`src/rtl/stream_mux_pkg.sv`:
```
// rtl/stream_mux_pkg.sv - shared constants and helpers for the round-robin stream mux
package stream_mux_pkg;

  localparam int ARB_FIXED = 0;
  localparam int ARB_RR    = 1;

  // Index width that never collapses to zero bits for degenerate channel counts.
  function automatic int clog2_min1(input int n);
    return (n < 2) ? 1 : $clog2(n);
  endfunction

endpackage

```
`src/rtl/rr_arbiter.sv`:
```
// rtl/rr_arbiter.sv - combinational rotate/find-first/rotate-back arbiter with one-hot grant
module rr_arbiter
  import stream_mux_pkg::*;
#(
  parameter int N  = 4,
  parameter int RR = ARB_RR,
  localparam int CW = clog2_min1(N)
) (
  input  logic [N-1:0]  req,
  input  logic [CW-1:0] ptr,
  input  logic          en,
  output logic [N-1:0]  grant,
  output logic [CW-1:0] idx
);

  logic [N-1:0] rot;
  int           base;
  int           hit;
  int           j;

  always_comb begin
    rot   = '0;
    grant = '0;
    idx   = '0;
    base  = 0;
    hit   = N;
    j     = 0;
    // Fixed-priority mode is round-robin frozen at base 0.
    if (RR == ARB_RR && int'(ptr) < N) base = int'(ptr);
    for (int k = 0; k < N; k++) begin
      j = base + k;
      if (j >= N) j = j - N;
      rot[k] = req[CW'(j)];
    end
    for (int k = N - 1; k >= 0; k--) begin
      if (rot[k]) hit = k;
    end
    if (en && hit < N) begin
      j = base + hit;
      if (j >= N) j = j - N;
      idx        = CW'(j);
      grant[idx] = 1'b1;
    end
  end

endmodule

```
`src/rtl/stream_mux_rr.sv`:
```
// rtl/stream_mux_rr.sv - N-channel valid/ready stream mux with arbitrated registered output
module stream_mux_rr
  import stream_mux_pkg::*;
#(
  parameter int N_CH = 4,
  parameter int W    = 4,
  parameter int RR   = ARB_RR,
  localparam int CW  = clog2_min1(N_CH)
) (
  input  logic              clk,
  input  logic              rst,
  input  logic [N_CH-1:0]   in_valid,
  input  logic [N_CH*W-1:0] in_data,
  output logic [N_CH-1:0]   in_ready,
  output logic              out_valid,
  input  logic              out_ready,
  output logic [W-1:0]      out_data,
  output logic [CW-1:0]     out_ch
);

  logic [CW-1:0]   ptr;
  logic [CW-1:0]   idx;
  logic [N_CH-1:0] grant;
  logic            load;
  logic            xfer;

  // Register can accept whenever it is empty or being drained this cycle.
  assign load = ~out_valid | out_ready;

  rr_arbiter #(
    .N  (N_CH),
    .RR (RR)
  ) u_arb (
    .req   (in_valid),
    .ptr   (ptr),
    .en    (load & ~rst),
    .grant (grant),
    .idx   (idx)
  );

  assign in_ready = grant;
  assign xfer     = |(in_valid & in_ready);

  always_ff @(posedge clk) begin
    if (rst) begin
      out_valid <= 1'b0;
      out_data  <= '0;
      out_ch    <= '0;
      ptr       <= '0;
    end else begin
      if (xfer) begin
        out_valid <= 1'b1;
        out_data  <= in_data[int'(idx)*W +: W];
        out_ch    <= idx;
        if (RR == ARB_RR) ptr <= (idx == CW'(N_CH - 1)) ? '0 : idx + 1'b1;
      end else if (out_ready) begin
        out_valid <= 1'b0;
      end
    end
  end

endmodule
```
`config.mk`:
```
export PLATFORM = sky130hd
export DESIGN_NAME = stream_mux_rr
export DESIGN_NICKNAME = d
export VERILOG_FILES = /design/src/rtl/stream_mux_pkg.sv /design/src/rtl/rr_arbiter.sv /design/src/rtl/stream_mux_rr.sv
export SDC_FILE = /design/constraint.sdc
export NUM_CORES = 1
export LEC_CHECK = 0
export CAP_MARGIN = 20
export CORE_MARGIN = 2
export CORE_UTILIZATION = 41
export CTS_CLUSTER_DIAMETER = 30
export DETAILED_ROUTE_END_ITERATION = 6
export PLACE_DENSITY = 0.9
export RECOVER_POWER = 25
export SLEW_MARGIN = 25
export SYNTH_ARGS = -nofsm -noshare
export SYNTH_HDL_FRONTEND = slang
export SYNTH_HIERARCHICAL = 1
export SYNTH_SLANG_ARGS = --single-unit
```
`constraint.sdc`:
```
create_clock -name clk -period 2.7 [get_ports clk]
set_input_delay 0.405 -clock clk [delete_from_list [all_inputs] [get_ports clk]]
set_output_delay 0.405 -clock clk [all_outputs]
set_load 0.05 [all_outputs]
```
Word-level counts from Yosys, hierarchy flattened

Index checks and enable logic that the tools add are counted.

Register bits after elaboration: 9
Latch bits: 0
Memory bits (writable): 0
ROM bits: 0
Bits of input ports: 23
Output and inout port bits: 11
Logic and storage cells: 66
Memories kept: 0

Add/subtract/negate cells: 10
Multipliers: 0
Divide/modulo/power cells: 0
Order comparisons: 12
Eq/ne operators: 1
Shift-type cells: 1
Muxes and demuxes: 29
Bitwise logic cells: 5
Reductions and logical operators: 4

Operator list:

| cell                  | count |
|---|---|
| $lt A2 B4 Y1 const B  | 4 |
| $mux W2               | 8 |
| $shiftx A16 B5 Y4     | 1 |
| $mux W3               | 4 |
| $mux W1               | 11 |
| $sub A2 B1 Y2 const B | 5 |
| $ge A3 B3 Y1 const B  | 3 |
| $bmux W1 S2           | 4 |
| $add A2 B2 Y3 const B | 2 |
| $add A2 B3 Y4         | 1 |
| $and A4 B4 Y4         | 1 |
| $ge A4 B3 Y1 const B  | 1 |
| $mux W4               | 1 |
| $reduce_or A4 Y1      | 1 |
| $add A2 B1 Y3 const B | 1 |
| $ge A2 B3 Y1 const B  | 1 |
| $lt A2 B3 Y1 const B  | 1 |
| $lt A3 B3 Y1 const B  | 1 |
| $add A2 B1 Y2 const B | 1 |
| $demux W1 S2          | 1 |
| $eq A2 B2 Y1 const B  | 1 |
| $ge A2 B1 Y1 const B  | 1 |
| $logic_and A1 B1 Y1   | 2 |
| $not A1 Y1            | 2 |
| other kinds (3)       | 3 |

Logic depth before layout (Yosys ltp)

Depth after elaboration: 22
Depth in mapped cells: 13
Depth with buffers taken out: 12

By module

The synthesis kept the hierarchy.

Modules (own cells, without submodules):

| module        | times used | cells each | area each (um2) | sequential area each (um2) |
|---|---|---|---|---|
| stream_mux_rr | 1          | 48         | 484.2           | 180.2 |
| rr_arbiter    | 1          | 39         | 295.3           | 0.0 |

Least setup slack after synthesis

OpenSTA, ideal clock, no wires.

Path type: input -> register
Start: input in_valid[0]
End: register out_ch[0]
Library setup time: 70 ps
Arrival time: 3098 ps
Required time: 2630 ps
Setup slack: -469 ps
Cell stages on the path: 13
Path buffers: 1
Cell sequence: buf_6 nor2_1 a2bb2oi_1 o211ai_1 o21a_1 ha_1 inv_1 nor2_1 nand2_1 mux2i_1 a22o_1 o21ai_0 a21oi_1

Elaborated cells on any way between the ends: 32
Classes of those cells: 2 x add/sub; 4 x order compare; 22 x mux; 1 x bitwise; 3 x reduce/logical

RTL lines:

| item                                                 | line                | text |
|---|---|---|
| start, declared                                      | stream_mux_rr.sv:12 | `input logic [N_CH-1:0] in_valid,` |
| $bmux W1 S2                                          | rr_arbiter.sv:33    | `rot[k] = req[CW'(j)];` |
| $mux W1 (implied by the code) (2 in a row)           | rr_arbiter.sv:33    |  |
| $mux W3 (3 in a row)                                 | rr_arbiter.sv:36    | `if (rot[k]) hit = k;` |
| $mux W3 *                                            | rr_arbiter.sv:36    |  |
| $add A2 B3 Y4                                        | rr_arbiter.sv:39    | `j = base + hit;` |
| $ge A4 B3 Y1 / $sub A2 B1 Y2 (equally long branches) | rr_arbiter.sv:40    | `if (j >= N) j = j - N;` |
| $mux W2                                              | rr_arbiter.sv:40    |  |
| $mux W2                                              | rr_arbiter.sv:38    | `if (en && hit < N) begin` |
| $mux W2 *                                            | rr_arbiter.sv:38    |  |
| named net idx[0]                                     | stream_mux_rr.sv:22 | `logic [CW-1:0] idx;` |
| end signal, assigned                                 | stream_mux_rr.sv:54 | `out_ch <= idx;` |
| end, declared                                        | stream_mux_rr.sv:18 | `output logic [CW-1:0] out_ch` |

Mark *: on every way through the listed nets, which the timed path passes. The rest lies on a longest branch. The select of a mux whose other input is x is not followed.
A chain may end at the register's enable or synchronous reset.

Worst setup path after layout

Start: input in_valid[0]
End: output in_ready[1]

Longest elaborated chain between the ends: 16
Elaborated cells on any way between the ends: 29
Classes of those cells: 2 x add/sub; 4 x order compare; 21 x mux; 2 x reduce/logical

RTL lines:

| item                                                                      | line                | text |
|---|---|---|
| $bmux W1 S2                                                               | rr_arbiter.sv:33    |  |
| $mux W1 (implied by the code) (2 in a row)                                | rr_arbiter.sv:33    |  |
| $mux W3 (3 in a row)                                                      | rr_arbiter.sv:36    |  |
| $mux W3 *                                                                 | rr_arbiter.sv:36    |  |
| $add A2 B3 Y4                                                             | rr_arbiter.sv:39    |  |
| $ge A4 B3 Y1 / $sub A2 B1 Y2 (equally long branches)                      | rr_arbiter.sv:40    |  |
| $mux W2                                                                   | rr_arbiter.sv:40    |  |
| $mux W2                                                                   | rr_arbiter.sv:38    |  |
| $lt A2 B3 Y1 (implied by the code) / $ge A2 B1 Y1 (equally long branches) | rr_arbiter.sv:42    | `grant[idx] = 1'b1;` |
| $logic_and A1 B1 Y1 (implied by the code)                                 | rr_arbiter.sv:42    |  |
| $mux W1 (implied by the code)                                             | rr_arbiter.sv:42    |  |
| $demux W1 S2                                                              | -                   |  |
| $mux W4 *                                                                 | rr_arbiter.sv:38    |  |
| end, declared                                                             | stream_mux_rr.sv:14 | `output logic [N_CH-1:0] in_ready,` |

Mark *: on every way between the ends. The rest lies on a longest branch, timed or not. The select of a mux whose other input is x is not followed.

==> flow_summary.json <==
{
  "hold_buffers": 0,
  "rsz0062_at_grt": "yes",
  "end_kind": "primary output",
  "min_path_type": "reg2reg",
  "grt_pass1_vias": 972,
  "antenna_cells": 0,
  "worstPathMaxFanout": 3,
  "final_cell_count_no_fill": 161,
  "arrival_ns": 2.24,
  "place.port_buffers": 33,
  "antenna_left": 0,
  "clock_skew_ns": 0.00938,
  "vias": 935,
  "drv_slew": 0,
  "chipWidth_um": 47.6,
  "io_pins": 34,
  "drt_iter0_drc": 13,
  "syn_area_um2": 779,
  "drc": 0,
  "antenna_found_initial": 0,
  "start_util_pct": 44.2,
  "synthDistinctLibCells": 33,
  "insertion_delay_ns": 0.27,
  "slowest_delay_ns": 0.28,
  "vias_per_cell": 5.81,
  "fmax_mhz": 378,
  "fin_crit_sh_pct": 98.0,
  "ir_worst_vdd_uv": 815,
  "drive_gt1_share_pct": 39.7,
  "grt_max_degree": 10,
  "totalWireLength_mm": 2.61,
  "dieArea_um2": 2270,
  "gp_congestion": 0.810,
  "leakagePower_nw": 0.542,
  "status": "complete, no violations",
  "nets": 162,
  "r2r-start": "ptr[1]",
  "fin_crit_ns": 2.65,
  "worst_ep_required_time_ns": 2.30,
  "post-dp-hpwl_mm": 1.82,
  "syn_area_per_cell_um2": 8.96,
  "dp_cells": 151,
  "reg2reg_slack_ns": 0.15,
  "pwr_density_cell_nw_per_um2": 857,
  "hold_viol": 0,
  "syn_nets": 112,
  "drv_cap": 0,
  "chipHeight_um": 47.6,
  "ys_seq_area_share_pct": 23.1,
  "critPathLaunchType": "input port",
  "grtUsageTotal_pct": 26.8,
  "cts_root_buf": "clkbuf_4",
  "cts.htree.levels": 1,
  "first_pass_iters": 4,
  "fillers": 115,
  "cts_tree": "built",
  "area_growth_pct": 85.9,
  "crit_slowest_cell": "ha_4",
  "clock_sinks": 9,
  "cts-buffers-inserted": 3,
  "relSlewSlack_pct": 60.1,
  "ys_warn_count": 6,
  "grt_first_pass_wirelength_mm": 4.14,
  "timing.rr.end": "out_data[0]",
  "crit_type": "in2out",
  "clk_path_buf_depth": 2,
  "ys_ff_latch": 9,
  "coreArea_um2": 1760,
  "finalSetupTns_ns": 0,
  "holdPathEnd": "out_data[3]",
  "worst_pin_slew_ns": 0.591,
  "wire_per_inst_um": 16.2,
  "setup_viol_count_final": 0,
  "synthCells": 87,
  "hold_path_depth": 2,
  "grt-ovfl-total": 0,
  "crit_path_cell_trace": "dlygate4sd2_1 > nor2_1 > a2bb2oi_2 > o211ai_1 > o21a_1 > ha_4 > inv_1 > nor2_4 > nand2_4 > mux2i_4 > buf_12",
  "rows": 15,
  "r2r_cells": 11,
  "min_from": "out_data[3]",
  "clkTransAtPathRegs_ns": 0.05
}
## critical path, delay by kind of cell
kind	cells	cell delay, ns
buffers and inverters	3	0.51
and+or+nand+nor	3	0.43
AOI/OAI and AO/OA	3	0.42
adders and majority gates	1	0.28
muxes	1	0.19
## per-stage QoR
step	util, %	setup WS [ns]	area (um2)	hold WS, ns	total power, mW
2_1_floorplan	-	0.0138	830	0.440	0.731
3_3_place_gp	72.3	-0.211	1270	0.460	0.975
3_5_place_dp	72.3	-0.305	1270	0.460	0.997
4_1_cts	81.7	0.147	1440	0.474	1.22
5_1_grt	82.1	-0.00358	1450	0.493	1.30
6_report	82.1	0.0534	1450	0.470	1.24
## layout by cell type, fill, tap and decap left out, drive strengths merged, types with 2 or more instances in the layout
cell	n
clkdlybuf4s50	21
buf	20
a21oi	10
dfxtp	9
nand3	8
o21ai	8
nor2	7
nand2	7
clkbuf	5
mux4	4
dlygate4sd3	4
mux2i	4
dlygate4sd2	3
nand2b	2
a22oi	2
a22o	2
mux2	2
nor2b	2
ha	2
## kinds of logic after synthesis
kind of cell	synth area share, %
buf+inv	4.49
xor+xnor	2.25
flops	23.1
simple gates	17.5
fa+ha+maj	3.21
compound gates	28.9
mux	20.5
## cell type report
cell class              count  area [um2]  share of cell area (%)
multi-input cells          73         712                    49.1
well taps                  25        31.3                    2.16
inverters                   1        3.75                   0.259
flip-flops and latches      9         181                    12.5
repair buffers             49         494                    34.1
clock buffers               4        26.3                    1.81
## power by group
group	leakage, nW	total [mW]	switching, mW	internal, mW
combinational	0.453	0.919	0.507	0.412
clock	0.0150	0.106	0.0487	0.0570
sequential	0.0738	0.216	0.0390	0.177
total	0.542	1.24	0.595	0.646
## Yosys cell counts
cell type | n | share of area (%)
a22o_1 | 1 | 1.1
clkbuf_1 | 1 | 0.48
mux2_4 | 2 | 3.9
o22ai_4 | 1 | 2.6
mux4_2 | 4 | 12
nand2b_1 | 2 | 1.6
dfxtp_1 | 9 | 23
o211ai_1 | 1 | 0.96
xnor2_1 | 1 | 1.1
o21a_1 | 1 | 0.96
a21oi_1 | 10 | 6.4
o21ai_1 | 4 | 2.6
buf_2 | 1 | 0.64
mux2i_1 | 4 | 5.1
a22o_2 | 1 | 1.3
o2bb2ai_1 | 1 | 1.1
nor2b_1 | 2 | 1.6
a2bb2oi_1 | 1 | 1.1
o21ai_0 | 4 | 2.6
a22oi_2 | 2 | 3.2
a31oi_1 | 1 | 0.80
ha_1 | 2 | 3.2
nand2_1 | 7 | 3.4
or2_1 | 1 | 0.80
nor2_1 | 7 | 3.4
nand3_1 | 8 | 5.1
a32oi_2 | 1 | 2.1
buf_6 | 2 | 2.9
inv_1 | 1 | 0.48
o41ai_2 | 1 | 2.1
xor2_1 | 1 | 1.1
nor3_1 | 1 | 0.64
and2b_1 | 1 | 0.96
## how the worst max path moves through the flow
stage,start,end,slack [ns],cells past startpoint
after floorplan,in_valid[0],out_ch[0],0.01,13
after global placement,in_valid[1],ptr[0],-0.21,12
after detailed placement,in_valid[2],ptr[0],-0.30,12
after CTS,in_valid[2],in_ready[2],0.15,10
after global routing,in_valid[0],in_ready[3],-0.004,11
final,in_valid[0],in_ready[1],0.05,11
## state kept, by name (all words and copies together) (netlist names)
| name | cells |
|---|---|
| ptr | 2 |
| out_ch | 2 |
| out_data | 4 |
| out_valid | 1 |
## routing by layer
| metal | share of wire [%] | track usage [%] | wire (um) |
|---|---|---|---|
| met1 | 36 | 28.1 | 947 |
| met2 | 53 | 47.6 | 1380 |
| met3 | 7.7 | 7.92 | 201 |
| met4 | 3.1 | 15.1 | 82 |
| met5 | 0 | 0 | 0 |
## timing repair
action,in CTS,in global routing
pin swaps,7,3
setup endpoints to repair,7,12
buffers inserted,6,0
gates resized for setup,21,6
No activity file was read; power rests on OpenSTA's default activity.
